**src/rtl/elelock_pkg.sv**
```systemverilog
// Shared types and helpers for the multi-digit electronic lock.
// The optional secret re-programming feature is enabled by ELELOCK_PROG_EN.
package elelock_pkg;

  typedef enum logic [1:0] {
    ST_IDLE    = 2'd0,
    ST_OPEN    = 2'd1,
    ST_LOCKOUT = 2'd2
  } state_e;

  typedef logic [3:0] digit_t;

  typedef struct packed {
    logic   vld;
    digit_t digit;
  } key_t;

  // One-hot keypad value to digit; vld only when exactly one key is down
  function automatic key_t keyenc(input logic [9:0] tk);
    key_t        k;
    int unsigned ones;
    k    = '0;
    ones = 0;
    for (int i = 0; i < 10; i++) begin
      if (tk[i]) begin
        ones    = ones + 1;
        k.digit = digit_t'(i);
      end
    end
    k.vld = (ones == 1);
    return k;
  endfunction

endpackage

```
**src/rtl/elelock_keyin.sv**
```systemverilog
// Keypad front end: detects a fresh single-key press (all keys up on the
// previous sample) and presents it, encoded, one cycle later.
module elelock_keyin
  import elelock_pkg::*;
(
  input  logic       clk,
  input  logic       reset,
  input  logic [9:0] tenkey,
  output logic       press_vld,
  output digit_t     press_digit
);

  logic [9:0] tk_prev_q;
  logic       vld_q;
  logic       vld_d;
  digit_t     dig_q;
  key_t       key;

  assign key   = keyenc(tenkey);
  assign vld_d = key.vld && (tk_prev_q == '0);

  // Previous keypad sample; reset marks every key as held so a key that is
  // already down when reset releases must be let go before it counts
  always_ff @(posedge clk) begin
    if (reset) tk_prev_q <= '1;
    else       tk_prev_q <= tenkey;
  end

  // Press strobe register
  always_ff @(posedge clk) begin
    if (reset) vld_q <= 1'b0;
    else       vld_q <= vld_d;
  end

  // Encoded digit travels alongside the strobe
  always_ff @(posedge clk) begin
    dig_q <= key.digit;
  end

  assign press_vld   = vld_q;
  assign press_digit = dig_q;

endmodule

```
**src/rtl/elelock_multi.sv**
```systemverilog
// Parametrised electronic lock: DIGITS-long entry buffer, compare on enter,
// consecutive-failure lockout. Define ELELOCK_PROG_EN to add the prog port
// and a writable secret register.
module elelock_multi
  import elelock_pkg::*;
#(
  parameter int                  DIGITS         = 4,
  parameter logic [4*DIGITS-1:0] SECRET         = 16'h5963,
  parameter int                  MAX_FAIL       = 3,
  parameter int                  LOCKOUT_CYCLES = 1000
) (
  input  logic                        clk,
  input  logic                        reset,
  input  logic [9:0]                  tenkey,
  input  logic                        enter,
  input  logic                        close,
`ifdef ELELOCK_PROG_EN
  input  logic                        prog,
`endif
  output logic                        lock,
  output logic                        err,
  output logic                        locked_out,
  output logic [$clog2(DIGITS+1)-1:0] digit_cnt
);

  localparam int BW = 4 * DIGITS;
  localparam int CW = $clog2(DIGITS + 1);
  localparam int FW = $clog2(MAX_FAIL + 1);
  localparam int LW = $clog2(LOCKOUT_CYCLES + 1);

  localparam logic [CW-1:0] CNT_FULL  = CW'(DIGITS);
  localparam logic [FW-1:0] FAIL_MAX  = FW'(MAX_FAIL);
  localparam logic [LW-1:0] LOCK_LOAD = LW'(LOCKOUT_CYCLES);
  localparam logic [LW-1:0] LOCK_LAST = LW'(1);

  state_e        state_q, state_d;
  logic [BW-1:0] code_q, code_d;
  logic [CW-1:0] cnt_q, cnt_d;
  logic [FW-1:0] fail_q, fail_d;
  logic [LW-1:0] lcnt_q, lcnt_d;
  logic          err_q, err_d;
  logic [BW-1:0] secret_w;
  logic [BW-1:0] code_shift;
  logic [CW-1:0] cnt_inc;
  logic          press_vld;
  digit_t        press_digit;

  elelock_keyin u_keyin (
    .clk         (clk),
    .reset       (reset),
    .tenkey      (tenkey),
    .press_vld   (press_vld),
    .press_digit (press_digit)
  );

`ifdef ELELOCK_PROG_EN
  logic [BW-1:0] secret_q, secret_d;
  assign secret_w = secret_q;
`else
  assign secret_w = SECRET;
`endif

  // Newest digit enters the low nibble; count saturates at a full buffer
  assign code_shift = (code_q << 4) | BW'(press_digit);
  assign cnt_inc    = (cnt_q == CNT_FULL) ? cnt_q : cnt_q + 1'b1;

  // Next-state logic; priority within a cycle is close > prog > enter > press
  always_comb begin
    state_d = state_q;
    code_d  = code_q;
    cnt_d   = cnt_q;
    fail_d  = fail_q;
    lcnt_d  = lcnt_q;
    err_d   = 1'b0;
`ifdef ELELOCK_PROG_EN
    secret_d = secret_q;
`endif
    case (state_q)
      ST_IDLE: begin
        if (close) begin
          code_d = '0;
          cnt_d  = '0;
        end else if (enter) begin
          code_d = '0;
          cnt_d  = '0;
          if ((cnt_q == CNT_FULL) && (code_q == secret_w)) begin
            state_d = ST_OPEN;
            fail_d  = '0;
          end else begin
            err_d  = 1'b1;
            fail_d = fail_q + 1'b1;
            if (fail_d == FAIL_MAX) begin
              state_d = ST_LOCKOUT;
              lcnt_d  = LOCK_LOAD;
            end
          end
        end else if (press_vld) begin
          code_d = code_shift;
          cnt_d  = cnt_inc;
        end
      end
      ST_OPEN: begin
        if (close) begin
          state_d = ST_IDLE;
          code_d  = '0;
          cnt_d   = '0;
        end
`ifdef ELELOCK_PROG_EN
        else if (prog) begin
          if (cnt_q == CNT_FULL) secret_d = code_q;
          code_d = '0;
          cnt_d  = '0;
        end
`endif
        else if (!enter && press_vld) begin
          code_d = code_shift;
          cnt_d  = cnt_inc;
        end
      end
      ST_LOCKOUT: begin
        if (lcnt_q <= LOCK_LAST) begin
          state_d = ST_IDLE;
          fail_d  = '0;
          lcnt_d  = '0;
        end else begin
          lcnt_d = lcnt_q - 1'b1;
        end
      end
      default: state_d = ST_IDLE;
    endcase
  end

  // Control state registers
  always_ff @(posedge clk) begin
    if (reset) begin
      state_q <= ST_IDLE;
      cnt_q   <= '0;
      fail_q  <= '0;
      lcnt_q  <= '0;
      err_q   <= 1'b0;
`ifdef ELELOCK_PROG_EN
      secret_q <= SECRET;
`endif
    end else begin
      state_q <= state_d;
      cnt_q   <= cnt_d;
      fail_q  <= fail_d;
      lcnt_q  <= lcnt_d;
      err_q   <= err_d;
`ifdef ELELOCK_PROG_EN
      secret_q <= secret_d;
`endif
    end
  end

  // Entry buffer; only meaningful once cnt_q reaches DIGITS, so no reset
  always_ff @(posedge clk) begin
    code_q <= code_d;
  end

  assign lock       = (state_q != ST_OPEN);
  assign locked_out = (state_q == ST_LOCKOUT);
  assign err        = err_q;
  assign digit_cnt  = cnt_q;

endmodule

```
**config.mk**
```make
export PLATFORM = sky130hd
export DESIGN_NAME = elelock_multi
export DESIGN_NICKNAME = d
export VERILOG_FILES = /design/src/rtl/elelock_pkg.sv /design/src/rtl/elelock_keyin.sv /design/src/rtl/elelock_multi.sv
export SDC_FILE = /design/constraint.sdc
export NUM_CORES = 1
export LEC_CHECK = 0
export ABC_AREA = 1
export CORE_ASPECT_RATIO = 0.6
export CORE_MARGIN = 5
export CORE_UTILIZATION = 50
export DETAILED_ROUTE_END_ITERATION = 10
export PLACE_DENSITY = 0.69
export SYNTH_ARGS = -nofsm -noshare
export SYNTH_HDL_FRONTEND = slang
export SYNTH_SLANG_ARGS = --single-unit
```
**constraint.sdc**
```tcl
create_clock -name clk -period 14.8 [get_ports clk]
set_clock_uncertainty 0.15 [all_clocks]
set_input_delay 4.44 -clock clk [delete_from_list [all_inputs] [get_ports clk]]
set_output_delay 4.44 -clock clk [all_outputs]
set_load 0.02 [all_outputs]
```
==> impl_metrics.toml, run 1 <==
[status]
outcome = "finished, final reports clean"

[cts]
tritoncts = "built"
clk_path_buf_depth = 2
htreeDepth = 2
numCtsBuffers = 5
cts.sinks = 49
postCtsSetupBuffers = 0
ctsResizeCount = 0
clk_pin_slew_ns = 0.09
clk_latency_ns = 0.31
clock-root-buffer = "clkbuf_8"
postCtsHoldBufs = 0

[timing]
setup_viol = 0
tightest_slew_ns = 1.09
finalHoldViolations = 0
finalCriticalPeriod_ns = 9.21
clock.fmax_mhz = 109
setup_ws_ns = 5.59
max_slew_margin = 0.276
drv_slew = 0
hold_slack_ns = 0.350
fin_crit_sh = 0.622
grt_setup_unrepaired = "false"
fin_setup_tns_ns = 0

[synth]
synthFlopType = "dfxtp_1"
synthTopCellsByCount = "nand2_1, inv_1, nor2_1"
yosysMostFrequentCell = "nand2_1"
syn_avg_cell_area_um2 = 7.10
synthTopCellsByArea = "dfxtp_1, edfxtp_1, nand2_1"
ys_types = 33
ys_warn_count = 0
synth_nets = 447
ys_seq_area_frac = 0.384
synth_edf_count = 16
synth_largest_area_cell = "dfxtp_1"
syn_inst = 419
async_flop_share = 0
yosys_register_bits = 49
synth_top_area_frac = 0.222
syn_area_um2 = 2970

[pwr]
pwr-share-clk = 0.261
peakVddDrop_mv = 0.0392
p_per_area_nw_per_um2 = 94.1
total_power_mw = 0.314
pwr-share-seq = 0.478
swShare = 0.327
power_leakage_nw = 1.61
intPower_mw = 0.212
power.switching_mw = 0.103
p_comb_frac = 0.262

[routing]
dr.first_iter.drc_count = 171
via_per_inst = 5.00
first_pass_iters = 4
wl_per_cell_um = 12.1
drc = 0
num_vias = 2609
postRouteWirelength_um = 6300
final_antenna_net_count = 0

[die]
core_um2 = 5680
start_util = 0.524
die_area_um2 = 7640
io_pins = 20
die_w_um = 110
die_y_um = 69.7
placement_rows = 21

[cells_and_area]
syn_to_final_growth_pct = 12.5
drive_gt1_frac = 0.109
utilization = 0.589
instances_no_fill = 522
design_area_um2 = 3340
antennaDiodeCount = 0
fin_nets = 469

[setup_path]
cpMostUsedCell = "nand2_1"
critical_path_class = "in -> reg"
cp_slowest_cell = "clkdlybuf4s50_1"
slowest_delay_ns = 0.48
cp.required_ns = 14.90
crit_arrival_ns = 9.30
worstSetupEndpointType = "register"
critPathMaxFanout = 4
cp-start-kind = "input port"

[placed_design]
gp_congestion = 0.864
post-place-ws_ns = 5.32
place_inst = 514
port_buffers = 19
place_area_um2 = 3250
detailed_place_hpwl_um = 4950

[global_route]
grt_pass1_vias = 2352
grt_max_degree = 22
track_usage = 0.175
antenna_found_initial = 0
grt_pass1_wl_um = 10800
grt-ovfl-total = 0

[job]
maxCapViolations = 0

[worst_hold_path]
hold_path_class = "reg -> reg"
[cell usage in the layout (no fill, tap or decap), types with 3 or more instances in the layout]
master / n
a211oi_1: 3
a21oi_1: 14
a31oi_1: 3
clkbuf_8: 5
clkdlybuf4s50_1: 19
dfxtp_1: 33
edfxtp_1: 16
ha_1: 14
inv_1: 81
nand2_1: 86
nand2_2: 19
nand3_1: 26
nand3_2: 9
nand4_1: 7
nor2_1: 50
nor2_2: 3
nor3_1: 5
nor4_1: 5
o21ai_0: 18
or2_2: 3
[worst paths after layout]
kind / startpoint / end / slack (ns) / depth (start not counted)
min: lcnt_q[0]$_SDFFE_PP0P_ / lcnt_q[0]$_SDFFE_PP0P_ / 0.35 / 2
max: tenkey[0] / u_keyin.press_vld$_SDFF_PP0_ / 5.59 / 34
min reg2reg: lcnt_q[0]$_SDFFE_PP0P_ / lcnt_q[0]$_SDFFE_PP0P_ / 0.35 / 2
max reg2reg: digit_cnt[0]$_SDFFE_PP0P_ / lcnt_q[1]$_SDFFE_PP0P_ / 12.52 / 10
[worst max-delay path, delay by kind of cell]
family                     cells  cell delay, ns
AOI/OAI and AO/OA              1            0.16
buffers and inverters          7            0.85
and+or+nand+nor               18            1.67
adders and majority gates      8            2.17
[flip-flops by register name, summed over array words and instances, names as in the netlist]
register,flops
fail_q,2
state_q,2
err,1
u_keyin.tk_prev_q,10
code_q,16
u_keyin.press_vld,1
lcnt_q,10
digit_cnt,3
u_keyin.press_digit,4
[cells by family (layout without fill, tap and decap cells)]
family / Yosys count / in the layout / synth area share
buffers and inverters: 89 / 112 / 0.113
adders and majority gates: 14 / 14 / 0.0589
AOI/OAI and AO/OA: 48 / 48 / 0.0939
xor gates and xnor gates: 2 / 2 / 0.00589
DFF: 49 / 49 / 0.384
and+or+nand+nor: 217 / 217 / 0.345
[power by group through the flow]
stage / logic [mW] / clock network [mW] / registers (mW)
final: 0.0823 / 0.0819 / 0.150
after global routing: 0.0946 / 0.0906 / 0.151
after CTS: 0.0818 / 0.0848 / 0.150
after detailed placement: 0.0812 / 0 / 0.153
after global placement: 0.0793 / 0 / 0.153
after floorplan: 0.0614 / 0 / 0.153
[routing by layer]
layer / track usage / up-vias / part of all wire
met4: 0.0484 / 0 / 0.012
met1: 0.280 / 1163 / 0.57
li1: - / 1382 / -
met3: 0.0381 / 10 / 0.043
met5: 0 / - / 0
met2: 0.229 / 54 / 0.37
[final cells by class]
cell class	count	area (um2)
Clock inverter	3	23.8
Inverter	85	319
Timing Repair Buffer	19	190
Multi-Input combinational cell	281	1500
Tap cell	80	100
Clock buffer	5	68.8
Sequential cell	49	1140
Fill cell	557	2330
Note: power is estimated with default switching activity, not from simulation.
==> run 2, diff against run 1 <==
Settings changed: PLACE_DENSITY 0.69 to 0.72.
Clock period 14.8 ns to 8 ns, I/O delays scaled along.
==> impl_metrics.toml, run 2 (synthesis results as in run 1) <==
[setup_path]
critPathMaxFanout = 4
cpMostUsedCell = "nand2_1"
critical_path_class = "in -> reg"
worstSetupStartpoint = "tenkey[0]"
r2r_cells = 10
slowest_delay_ns = 0.48
worstSetupEndpointType = "register"
r2r_start = "digit_cnt[0]$_SDFFE_PP0P_"
cp_slowest_cell = "clkdlybuf4s50_1"
cp-start-kind = "input port"
r2r_slack_ns = 5.83
cp.required_ns = 8.09
crit_arrival_ns = 7.28
r2r_end = "lcnt_q[6]$_SDFFE_PP0P_"

[timing]
fin_setup_tns_ns = 0
clock.fmax_mhz = 139
finalCriticalPeriod_ns = 7.19
setup_viol = 0
fin_crit_sh = 0.899
drv_slew = 0
grt_setup_unrepaired = "false"
tightest_slew_ns = 1.07
setup_ws_ns = 0.805
hold_slack_ns = 0.340
max_slew_margin = 0.288
finalHoldViolations = 0

[worst_hold_path]
min-delay-start = "lcnt_q[0]$_SDFFE_PP0P_"
min_to = "lcnt_q[0]$_SDFFE_PP0P_"
hold_path_class = "reg -> reg"
holdPathStages = 2

[placed_design]
place_inst = 514
port_buffers = 19
post-place-ws_ns = 0.523
place_area_um2 = 3250
detailed_place_hpwl_um = 4660
gp_congestion = 0.823

[global_route]
antenna_found_initial = 0
grt_pass1_vias = 2486
grt-ovfl-total = 0
grt_max_degree = 22
grt_pass1_wl_um = 10600
track_usage = 0.167

[routing]
num_vias = 2596
drc = 0
dr.first_iter.drc_count = 143
via_per_inst = 4.97
first_pass_iters = 5
wl_per_cell_um = 11.3
postRouteWirelength_um = 5920
final_antenna_net_count = 0

[cts]
tritoncts = "built"
ctsResizeCount = 0
htreeDepth = 2
clk_path_buf_depth = 2
clk_latency_ns = 0.30
numCtsBuffers = 5
clk_pin_slew_ns = 0.09
postCtsHoldBufs = 0
postCtsSetupBuffers = 0
clock-root-buffer = "clkbuf_8"
cts.sinks = 49

[pwr]
p_per_area_nw_per_um2 = 174
power_leakage_nw = 1.61
peakVddDrop_mv = 0.0706
total_power_mw = 0.582

[cells_and_area]
drive_gt1_frac = 0.109
top_regs = "code_q x16, lcnt_q x10, u_keyin.tk_prev_q x10"
top_register = "code_q"
fin_nets = 469
largest_register_ffs = 16
utilization = 0.590
nFillCells = 529
antennaDiodeCount = 0
instances_no_fill = 522
layout_common_cells = "nand2_1, inv_1, nor2_1, dfxtp_1, nand3_1"
multi_input_area_um2 = 1500
final-seq-area_um2 = 1140
layout_commonest_cell = "nand2_1"
design_area_um2 = 3350
syn_to_final_growth_pct = 12.7

[status]
outcome = "finished, final reports clean"

[die]
placement_rows = 21
die_y_um = 69.7
die_w_um = 110
start_util = 0.524
io_pins = 20
core_um2 = 5680
die_area_um2 = 7640

[job]
maxCapViolations = 0
[run 2: layout make-up]
| class | instances | share of cell area |
|---|---|---|
| multi-input cells | 281 | 0.448 |
| well taps | 80 | 0.0299 |
| clock buffers | 6 | 0.0246 |
| clock inverters | 2 | 0.00523 |
| repair buffers | 19 | 0.0568 |
| inverters | 85 | 0.0952 |
| flip-flops and latches | 49 | 0.341 |
[run 2: power breakdown]
part	total [mW]	internal, mW	leakage (nW)	switching (mW)
sequential	0.278	0.271	0.448	0.00631
clock	0.153	0.0718	0.0518	0.0810
combinational	0.151	0.0561	1.11	0.0951
total	0.582	0.399	1.61	0.182
[run 2: worst max-delay path: cells and delay by family]
kind | cells | cell delay, ns
fa+ha+maj | 8 | 2.17
simple gates | 18 | 1.68
buf+inv | 7 | 0.85
compound gates | 1 | 0.14
[run 2: worst max-delay path by stage]
stage                                    to  depth (start not counted)  slack (ns)
4_1_cts        u_keyin.press_vld$_SDFF_PP0_                         34        0.84
2_1_floorplan  u_keyin.press_vld$_SDFF_PP0_                         33        1.40
5_1_grt        u_keyin.press_vld$_SDFF_PP0_                         34        0.40
3_5_place_dp   u_keyin.press_vld$_SDFF_PP0_                         34        0.52
3_3_place_gp   u_keyin.press_vld$_SDFF_PP0_                         34        0.75
6_report       u_keyin.press_vld$_SDFF_PP0_                         34        0.81
[run 2: per-layer routing]
metal  vias to the layer above  global-route usage  part of all wire
met5                         -                   0                 0
met4                         0              0.0373            0.0083
met3                         5              0.0326             0.042
met2                        53               0.260              0.43
met1                      1158               0.237              0.52
li1                       1380                   -                 -
